===== src/rtl/vga_pixel_fetch_pkg.sv =====
// rtl/vga_pixel_fetch_pkg.sv - shared VGA timing constants and pixel tag type
// Purpose: window placement and frame totals shared with VGA_controller (both
//          must use the same values), plus the tag that travels alongside a
//          video RAM read until its data returns.
package vga_pixel_fetch_pkg;

    localparam int H_START  = 242;
    localparam int V_START  = 142;
    localparam int WIN_SIZE = 256;
    localparam int H_TOTAL  = 800;
    localparam int V_TOTAL  = 521;
    localparam int RGB_W    = 3;

    // Everything the output mux needs besides the RAM word itself.
    typedef struct packed {
        logic             win;
        logic             hit;
        logic [RGB_W-1:0] color;
    } pix_tag_t;

endpackage


===== src/rtl/vga_pixel_fetch_pipe_delay.sv =====
// rtl/vga_pixel_fetch_pipe_delay.sv - fixed-depth register delay line
// Purpose: delays a WIDTH-bit word by DEPTH clock cycles (DEPTH >= 1), each
//          stage a synchronously reset, always-enabled flop.
// Ports:
//   Clock  in   1      clock
//   Reset  in   1      synchronous, active-high; clears every stage
//   iData  in   WIDTH  word entering the line
//   oData  out  WIDTH  word leaving the line, DEPTH cycles later
module vga_pixel_fetch_pipe_delay #(
    parameter int WIDTH = 1,
    parameter int DEPTH = 1
) (
    input  logic             Clock,
    input  logic             Reset,
    input  logic [WIDTH-1:0] iData,
    output logic [WIDTH-1:0] oData
);

    logic [WIDTH-1:0] r_stage [DEPTH];

    always_ff @(posedge Clock) begin
        if (Reset) begin
            for (int i = 0; i < DEPTH; i++) begin
                r_stage[i] <= '0;
            end
        end else begin
            r_stage[0] <= iData;
            for (int i = 1; i < DEPTH; i++) begin
                r_stage[i] <= r_stage[i-1];
            end
        end
    end

    assign oData = r_stage[DEPTH-1];

endmodule


===== src/rtl/vga_pixel_fetch.sv =====
// rtl/vga_pixel_fetch.sv - VGA image prefetch with cursor overlay
// Purpose: runs the video RAM address LEAD pixels ahead of the VGA counters so
//          that the 256x256 image (with a solid cursor square on top) arrives
//          in oRGB exactly in the cycle its counter value is shown.
// Ports:
//   Clock        in   1   pixel clock
//   Reset        in   1   synchronous, active-high
//   iHcounter    in   10  horizontal count
//   iVcounter    in   10  vertical count
//   oRamAddr     out  16  video RAM address {y, x}, registered
//   iRamData     in   3   RAM word, RD_LAT cycles after oRamAddr
//   iCurX/iCurY  in   8   cursor top-left, window coordinates
//   iCurColor    in   3   cursor colour
//   iCurEnable   in   1   cursor drawn when 1
//   oRGB         out  3   pixel colour, registered
//   oFrameStart  out  1   pulse in the cycle after counters read (0,0)
module vga_pixel_fetch
    import vga_pixel_fetch_pkg::*;
#(
    parameter int RD_LAT   = 1,
    parameter int CUR_SIZE = 8
) (
    input  logic             Clock,
    input  logic             Reset,
    input  logic [9:0]       iHcounter,
    input  logic [9:0]       iVcounter,
    output logic [15:0]      oRamAddr,
    input  logic [RGB_W-1:0] iRamData,
    input  logic [7:0]       iCurX,
    input  logic [7:0]       iCurY,
    input  logic [RGB_W-1:0] iCurColor,
    input  logic             iCurEnable,
    output logic [RGB_W-1:0] oRGB,
    output logic             oFrameStart
);

    // One cycle for the address register, RD_LAT for the RAM, one for oRGB.
    localparam int LEAD = RD_LAT + 2;

    logic [7:0]       r_cur_x;
    logic [7:0]       r_cur_y;
    logic [RGB_W-1:0] r_cur_color;
    logic             r_cur_en;
    pix_tag_t         r_tag_a;
    pix_tag_t         w_tag_d;

    logic [10:0] w_hf;
    logic [10:0] w_x_full;
    logic [9:0]  w_y_full;
    logic [7:0]  w_x;
    logic [7:0]  w_y;
    logic        w_win;
    logic        w_hit_x;
    logic        w_hit_y;
    logic        w_hit;
    logic        w_frame_origin;

    // Fetch coordinate is 11 bits wide so H near the line end cannot wrap back
    // into the window. Coordinates left of / above the window underflow to
    // large unsigned values and fail the < WIN_SIZE test.
    assign w_hf     = {1'b0, iHcounter} + 11'(LEAD);
    assign w_x_full = w_hf - 11'(H_START);
    assign w_y_full = iVcounter - 10'(V_START);
    assign w_x      = w_x_full[7:0];
    assign w_y      = w_y_full[7:0];

    assign w_win = (w_hf < 11'(H_TOTAL)) && (iVcounter < 10'(V_TOTAL)) &&
                   (w_x_full < 11'(WIN_SIZE)) && (w_y_full < 10'(WIN_SIZE));

    // 9-bit compares: a square reaching past 255 is clipped rather than
    // reappearing at coordinate 0.
    assign w_hit_x = ({1'b0, w_x} >= {1'b0, r_cur_x}) &&
                     ({1'b0, w_x} <  ({1'b0, r_cur_x} + 9'(CUR_SIZE)));
    assign w_hit_y = ({1'b0, w_y} >= {1'b0, r_cur_y}) &&
                     ({1'b0, w_y} <  ({1'b0, r_cur_y} + 9'(CUR_SIZE)));
    assign w_hit   = r_cur_en && w_hit_x && w_hit_y;

    assign w_frame_origin = (iHcounter == 10'd0) && (iVcounter == 10'd0);

    // Cursor parameters only change at the frame origin so a frame is never
    // drawn with two cursor positions.
    always_ff @(posedge Clock) begin
        if (Reset) begin
            r_cur_x     <= '0;
            r_cur_y     <= '0;
            r_cur_color <= '0;
            r_cur_en    <= 1'b0;
        end else if (w_frame_origin) begin
            r_cur_x     <= iCurX;
            r_cur_y     <= iCurY;
            r_cur_color <= iCurColor;
            r_cur_en    <= iCurEnable;
        end
    end

    // Stage A: address out to RAM, tag captured alongside it.
    always_ff @(posedge Clock) begin
        if (Reset) begin
            oRamAddr <= '0;
            r_tag_a  <= '0;
        end else begin
            if (w_win) begin
                oRamAddr <= {w_y, w_x};
            end
            r_tag_a.win   <= w_win;
            r_tag_a.hit   <= w_hit;
            r_tag_a.color <= r_cur_color;
        end
    end

    vga_pixel_fetch_pipe_delay #(
        .WIDTH ($bits(pix_tag_t)),
        .DEPTH (RD_LAT)
    ) u_tag_pipe (
        .Clock (Clock),
        .Reset (Reset),
        .iData (r_tag_a),
        .oData (w_tag_d)
    );

    // Stage B: tag and RAM word now refer to the same pixel.
    always_ff @(posedge Clock) begin
        if (Reset) begin
            oRGB        <= '0;
            oFrameStart <= 1'b0;
        end else begin
            if (!w_tag_d.win) begin
                oRGB <= '0;
            end else if (w_tag_d.hit) begin
                oRGB <= w_tag_d.color;
            end else begin
                oRGB <= iRamData;
            end
            oFrameStart <= w_frame_origin;
        end
    end

endmodule


===== config.mk =====
export PLATFORM = sky130hd
export DESIGN_NAME = vga_pixel_fetch
export DESIGN_NICKNAME = d
export VERILOG_FILES = /design/src/rtl/vga_pixel_fetch_pkg.sv /design/src/rtl/vga_pixel_fetch_pipe_delay.sv /design/src/rtl/vga_pixel_fetch.sv
export SDC_FILE = /design/constraint.sdc
export NUM_CORES = 1
export LEC_CHECK = 0
export ABC_CLOCK_PERIOD_IN_PS = 3700
export BUFFER_PORTS_ARGS = -buffer_cell sky130_fd_sc_hd__buf_2
export CORE_ASPECT_RATIO = 1.4
export CORE_MARGIN = 3
export CORE_UTILIZATION = 50
export CTS_CLUSTER_SIZE = 12
export DETAILED_ROUTE_END_ITERATION = 7
export GPL_ROUTABILITY_DRIVEN = 0
export PLACE_DENSITY = 0.86
export SYNTH_ARGS = -nofsm -noshare
export SYNTH_HDL_FRONTEND = slang
export SYNTH_HIERARCHICAL = 1
export SYNTH_SLANG_ARGS = --single-unit

===== constraint.sdc =====
create_clock -name Clock -period 3.7 [get_ports Clock]
set_input_delay 0.37 -clock Clock [delete_from_list [all_inputs] [get_ports Clock]]
set_output_delay 0.37 -clock Clock [all_outputs]
set_load 0.05 [all_outputs]

# --- After elaboration in Yosys (flattened, before gate mapping) ---
# Memory sizes are Yosys's and may differ from the RTL's.
# Cells that the tools add are included.
totals:
  regBits: 45
  mem_bits_rw: 5
  input_bits: 45
  output_inout_bits: 20
  word_cells: 43
  mem_count: 1
op_classes:
  n_addsub: 5
  n_lt_le_gt_ge: 8
  mux: 6
  bitwise_logic: 1
  n_reduce_logical: 12
memory_table:
  columns: ["memory", "words", "word_bits", "rd", "rd_clocked_by_memory_dff", "write_ports", "line", "source"]
  rows:
  - ["u_tag_pipe.r_stage", 1, 5, 1, 0, 1, "vga_pixel_fetch_pipe_delay.sv:19", "logic [WIDTH-1:0] r_stage [DEPTH];"]
op_table:
  columns: ["operator", "n"]
  rows:
  - ["zero test 10 bit", 2]
  - ["adder 8 x 4 -> 9 bit (second input constant)", 2]
  - ["< comparator 8 x 9 -> 1 bit", 2]
  - [">= comparator 8 bit", 2]
  - ["adder 10 x 2 -> 11 bit (second input constant)", 1]
  - ["< comparator 11 x 10 -> 1 bit (second input constant)", 1]
  - ["< comparator 11 x 9 -> 1 bit (second input constant)", 1]
  - ["subtractor 11 x 8 -> 11 bit (second input constant)", 1]
  - ["< comparator 10 bit (second input constant)", 1]
  - ["< comparator 10 x 9 -> 1 bit (second input constant)", 1]
  - ["subtractor 10 x 8 -> 10 bit (second input constant)", 1]
  - ["logical AND 1 bit", 8]
  - ["2-to-1 mux 5 bit", 1]
  - ["OR reduction 5 bit", 1]
  - ["2-to-1 mux 1 bit", 4]
  - ["2-to-1 mux 3 bit", 1]
  - ["OR reduction 2 bit", 1]
  - ["NOT 1 bit", 1]

# --- Logic depth before layout (Yosys ltp) ---
depth:
  word_depth: 6
  depth_mapped: 18
  ltp_nobuf: 16

# --- By module ---
# Netlist, hierarchy kept.
by_module_without_submodules:
  columns: ["module", "instances", "cells_per_inst", "area_each_um2", "seq_area_each_um2"]
  rows:
  - ["vga_pixel_fetch", 1, 355, 3088.0, 900.9]
  - ["vga_pixel_fetch_pipe_delay", 1, 10, 131.4, 100.1]

# --- Worst setup path after synthesis ---
# No wires, ideal clock.
synth_timing:
  kind: "input port to flip-flop"
  from: "in iHcounter[0]"
  to: "reg r_tag_a[3] in the netlist's numbering"
  setup_ns: 0.091
  arrival_time_ns: 3.319
  required_ns: 3.609
  path_slack_ns: 0.290
  cell_stages: 18
  path_buffers: 2
  cell_sequence: "buf_4 inv_1 ha_1 buf_2 xor2_1 ha_1 o21ai_0 a21oi_1 nor4_1 maj3_1 nand2_1 xnor2_1 ha_1 a21oi_1 a211oi_1 o211ai_1 a21o_1 a311oi_1"
synth_between:
  elab_chain_cells: 6
  word_cells_on_any_way: 7
  cone_classes: "2 x add/sub; 2 x order compare; 3 x reduce/logical"
synth_rtl:
  columns: ["item", "line", "source"]
  rows:
  - ["start, declared", "vga_pixel_fetch.sv:25", "input logic [9:0] iHcounter,"]
  - ["adder 10 x 2 -> 11 bit *", "vga_pixel_fetch.sv:61", "assign w_hf = {1'b0, iHcounter} + 11'(LEAD);"]
  - ["named net w_hf[0]", "vga_pixel_fetch.sv:47", "logic [10:0] w_hf;"]
  - ["subtractor 11 x 8 -> 11 bit *", "vga_pixel_fetch.sv:62", "assign w_x_full = w_hf - 11'(H_START);"]
  - ["named net w_x_full[7]", "vga_pixel_fetch.sv:48", "logic [10:0] w_x_full;"]
  - ["< comparator 8 x 9 -> 1 bit / >= comparator 8 bit (equally long branches)", "vga_pixel_fetch.sv:73, vga_pixel_fetch.sv:72", null]
  - ["logical AND 1 bit *", "vga_pixel_fetch.sv:72", "assign w_hit_x = ({1'b0, w_x} >= {1'b0, r_cur_x}) &&"]
  - ["logical AND 1 bit * (2 in series)", "vga_pixel_fetch.sv:76", "assign w_hit = r_cur_en && w_hit_x && w_hit_y;"]
  - ["end, declared", "vga_pixel_fetch.sv:44", "pix_tag_t r_tag_a;"]
# The timed path passes the listed nets; every way through them passes the cells marked *.
# A chain may end at the register's enable or synchronous reset.

# --- Worst setup path in the final report ---
layout_timing:
  from: "in iHcounter[1]"
  to: "reg r_tag_a[3] in the netlist's numbering"
layout_between:
  elab_chain_cells: 6
  word_cells_on_any_way: 7
  cone_classes: "2 x add/sub; 2 x order compare; 3 x reduce/logical"
layout_rtl:
  columns: ["item", "line"]
  rows:
  - ["adder 10 x 2 -> 11 bit *", "vga_pixel_fetch.sv:61"]
  - ["subtractor 11 x 8 -> 11 bit *", "vga_pixel_fetch.sv:62"]
  - ["named net w_x_full[1]", "vga_pixel_fetch.sv:48"]
  - ["< comparator 8 x 9 -> 1 bit / >= comparator 8 bit (equally long branches)", "vga_pixel_fetch.sv:73, vga_pixel_fetch.sv:72"]
  - ["logical AND 1 bit *", "vga_pixel_fetch.sv:72"]
  - ["logical AND 1 bit * (2 in series)", "vga_pixel_fetch.sv:76"]
# Marks and branches as above.

==> impl_metrics.env <==
export IMPL_setup_viol=0
export IMPL_rsz0062_at_grt="false"
export IMPL_ys_async_sr_fraction=0
export IMPL_drive_above_1_share=0.201
export IMPL_antenna_cells=0
export IMPL_dp_hpwl_um=5570
export IMPL_io_buffers=64
export IMPL_drt_pass1_iter_count=4
export IMPL_post_route_min_period_ns=3.39
export IMPL_clk_pin_slew_ns=0.10
export IMPL_drtAntennaViolNets=0
export IMPL_die_area_mm2=0.00745
export IMPL_synth_area_mm2=0.00322
export IMPL_yosys_area_share_simple=0.180
export IMPL_fmax_ghz=0.295
export IMPL_power_density_mw_per_mm2=344
export IMPL_io_pins=65
export IMPL_outcome="finished clean"
export IMPL_cp_data_arrival_time_ns=3.59
export IMPL_wl_per_cell_um=15.2
export IMPL_timing_hold_ws_ns=0.296
export IMPL_area_growth_pct=13.7
export IMPL_drtIter0Drc=173
export IMPL_synth_nets=440
export IMPL_worstPathRequired_ns=3.90
export IMPL_synth_cell_types=56
export IMPL_pre_cts_ws_ns=0.00448
export IMPL_finalWirelength_um=7450
export IMPL_fin_setup_tns_ns=0
export IMPL_vias=2813
export IMPL_grt_pass1_wl_um=12200
export IMPL_cp_max_fo=12
export IMPL_numClockSinks=50
export IMPL_synthCells=365
export IMPL_die_w_um=73.8
export IMPL_drv_slew=0
export IMPL_fin_nets=492
export IMPL_startpoint_type="input port"
export IMPL_clock_latency_ns=0.31
export IMPL_synth_top_area_frac=0.311
export IMPL_seqCellArea_mm2=0.00100
export IMPL_initial_core_util=0.518
export IMPL_endpoint_kind="flop"
export IMPL_die_h_um=101
export IMPL_grt_ovfl_total=0
export IMPL_cts_root_buf="clkbuf_8"
export IMPL_synth_common_cells="dfxtp_1, nor2_1, mux2i_1, ha_1, inv_1"
export IMPL_core_area_mm2=0.00621
export IMPL_drc=0
export IMPL_syn_area_per_cell_um2=8.82
export IMPL_synth_area_leader_cell="dfxtp_1"
export IMPL_synth_most_common_cell="dfxtp_1"
export IMPL_synth_ff_type="dfxtp_1"
export IMPL_ir_worst_vdd_mv=0.157
export IMPL_clock_path_buffers=2
export IMPL_leakagePower_nw=1.60
export IMPL_viasPerCell=5.74
export IMPL_hold_viol_final=0
export IMPL_post_cts_buffers=0
export IMPL_crit_type="input port to flop"
export IMPL_fin_util=0.589
export IMPL_yosysWarnings=6
export IMPL_synth_top_family_by_area="simple AND/OR/NAND/NOR gates"
export IMPL_grt_total_usage=0.203
export IMPL_finalClockSkew_ns=0.0108
export IMPL_synth_adder_area_share=0.120
export IMPL_synth_compound_area_frac=0.140
export IMPL_synth_edf_count=0
export IMPL_ys_seq_area_frac=0.311
export IMPL_multi_input_area_mm2=0.00198
export IMPL_num_rows=34
export IMPL_setup_ws_ns=0.309
export IMPL_max_slew_worst_pin_slew_ns=0.997
export IMPL_synth_area_leaders="dfxtp_1, mux2i_1, ha_1"
export IMPL_htree_levels=2
export IMPL_max_cap_violations=0
export IMPL_antenna_found_initial=0
export IMPL_period_share=0.916
export IMPL_synth_seq_cells=50
export IMPL_synthMuxAreaShare=0.125
export IMPL_fillCellCount=534
export IMPL_slew_headroom=0.335
export IMPL_first_global_vias=2805
export IMPL_numCtsBuffers=5
export IMPL_ctsHoldBuffers=0
export IMPL_grt_max_degree=47
export IMPL_synth_xor_area_frac=0.0486
export IMPL_cts_tree="yes"
export IMPL_worst_hold_path_type="input port to flop"
flip-flops by register name (all words and copies together) (netlist names):
signal	flops
r_cur_y	8
oFrameStart	1
r_cur_x	8
oRGB	3
r_cur_color	3
r_cur_en	1
u_tag_pipe/r_stage	5
oRamAddr	16
r_tag_a	5
worst paths after layout:
path,startpoint,endpoint,slack [ns],cells past startpoint
min,iCurY[3],r_cur_y[3],0.30,3
max,iHcounter[1],r_tag_a[3],0.31,16
min reg2reg,r_tag_a[3],u_tag_pipe/r_stage[0][3],0.45,1
max reg2reg,r_cur_y[3],r_tag_a[3],1.17,9
cells in the final DEF (no fill, tap or decap), types with 2 or more instances in the layout:
cell | synthesis | routed
buf_2 | 6 | 64
dfxtp_1 | 50 | 50
nor2_1 | 45 | 45
mux2i_1 | 39 | 39
ha_1 | 30 | 30
inv_1 | 27 | 27
nor2b_1 | 14 | 14
a21oi_1 | 13 | 13
nand2_1 | 12 | 12
xnor2_1 | 12 | 12
o21ai_0 | 10 | 10
nor3_1 | 8 | 7
nand3_1 | 7 | 7
nor4_1 | 8 | 7
nand2b_1 | 6 | 6
clkbuf_8 | 0 | 6
xor2_1 | 4 | 4
o21a_1 | 4 | 4
o211ai_1 | 4 | 4
nor3b_1 | 3 | 3
o211a_1 | 3 | 3
o21ai_1 | 3 | 3
a211o_1 | 3 | 3
a21o_1 | 3 | 3
buf_4 | 6 | 3
o31ai_1 | 2 | 2
or3_1 | 2 | 2
and3_1 | 2 | 2
a311oi_1 | 2 | 2
nand4_1 | 2 | 2
o2111ai_1 | 2 | 2
a211oi_1 | 2 | 2
bufinv_16 | 0 | 2
kinds of logic (layout without fill, tap and decap cells):
logic type / Yosys count / count (layout)
multiplexers: 40 / 40
XOR/XNOR: 17 / 17
AO/OA/AOI/OAI: 63 / 63
AND/OR/NAND/NOR: 115 / 115
buffers and inverters: 49 / 102
flip-flops: 50 / 50
adder cells (fa/ha/maj): 31 / 31
power breakdown:
group	leakage, nW	switching (W)	internal, W
clock network	0.0714	0.000182	0.000288
logic	1.13	0.000147	0.0000994
registers	0.403	0.00000180	0.000541
critical path: stages:
cell	delay (ns)
buf_2	0.22
inv_1	0.07
ha_1	0.36
ha_1	0.33
o21ai_0	0.11
a21oi_1	0.10
nor4_2	0.34
maj3_1	0.22
nand2_1	0.06
xnor2_1	0.28
ha_1	0.24
a21oi_1	0.05
a211oi_1	0.23
o211ai_1	0.16
a21o_1	0.19
a311oi_1	0.28
layer usage:
| layer | up-vias | part of all wire | GRT usage |
|---|---|---|---|
| li1 | 1377 | - | - |
| met1 | 1320 | 0.38 | 0.221 |
| met2 | 95 | 0.53 | 0.378 |
| met3 | 21 | 0.061 | 0.0339 |
| met4 | 0 | 0.026 | 0.0809 |
| met5 | - | 0 | 0 |
timing repair:
item	4_1_cts	5_1_grt
endpoints found under the setup margin	0	1
hold endpoints to repair	0	0
gates resized for setup	0	1
per-stage QoR:
| step | cells | cell area [um2] | total power (W) |
|---|---|---|---|
| after global routing | 490 | 3660 | 0.00131 |
| after detailed placement | 482 | 3510 | 0.000794 |
| after global placement | 482 | 3510 | 0.000784 |
| after floorplan | 365 | 3220 | 0.000728 |
| final | 490 | 3660 | 0.00126 |
| after CTS | 490 | 3650 | 0.00126 |
area by class of cell:
class | instances | area share
clock buffers | 6 | 0.0226
inverters | 27 | 0.0277
multi-input cells | 266 | 0.542
clock inverters | 2 | 0.0164
repair buffers | 67 | 0.0936
well taps | 72 | 0.0246
flip-flops and latches | 50 | 0.273
No activity file was read; power rests on OpenSTA's default activity.
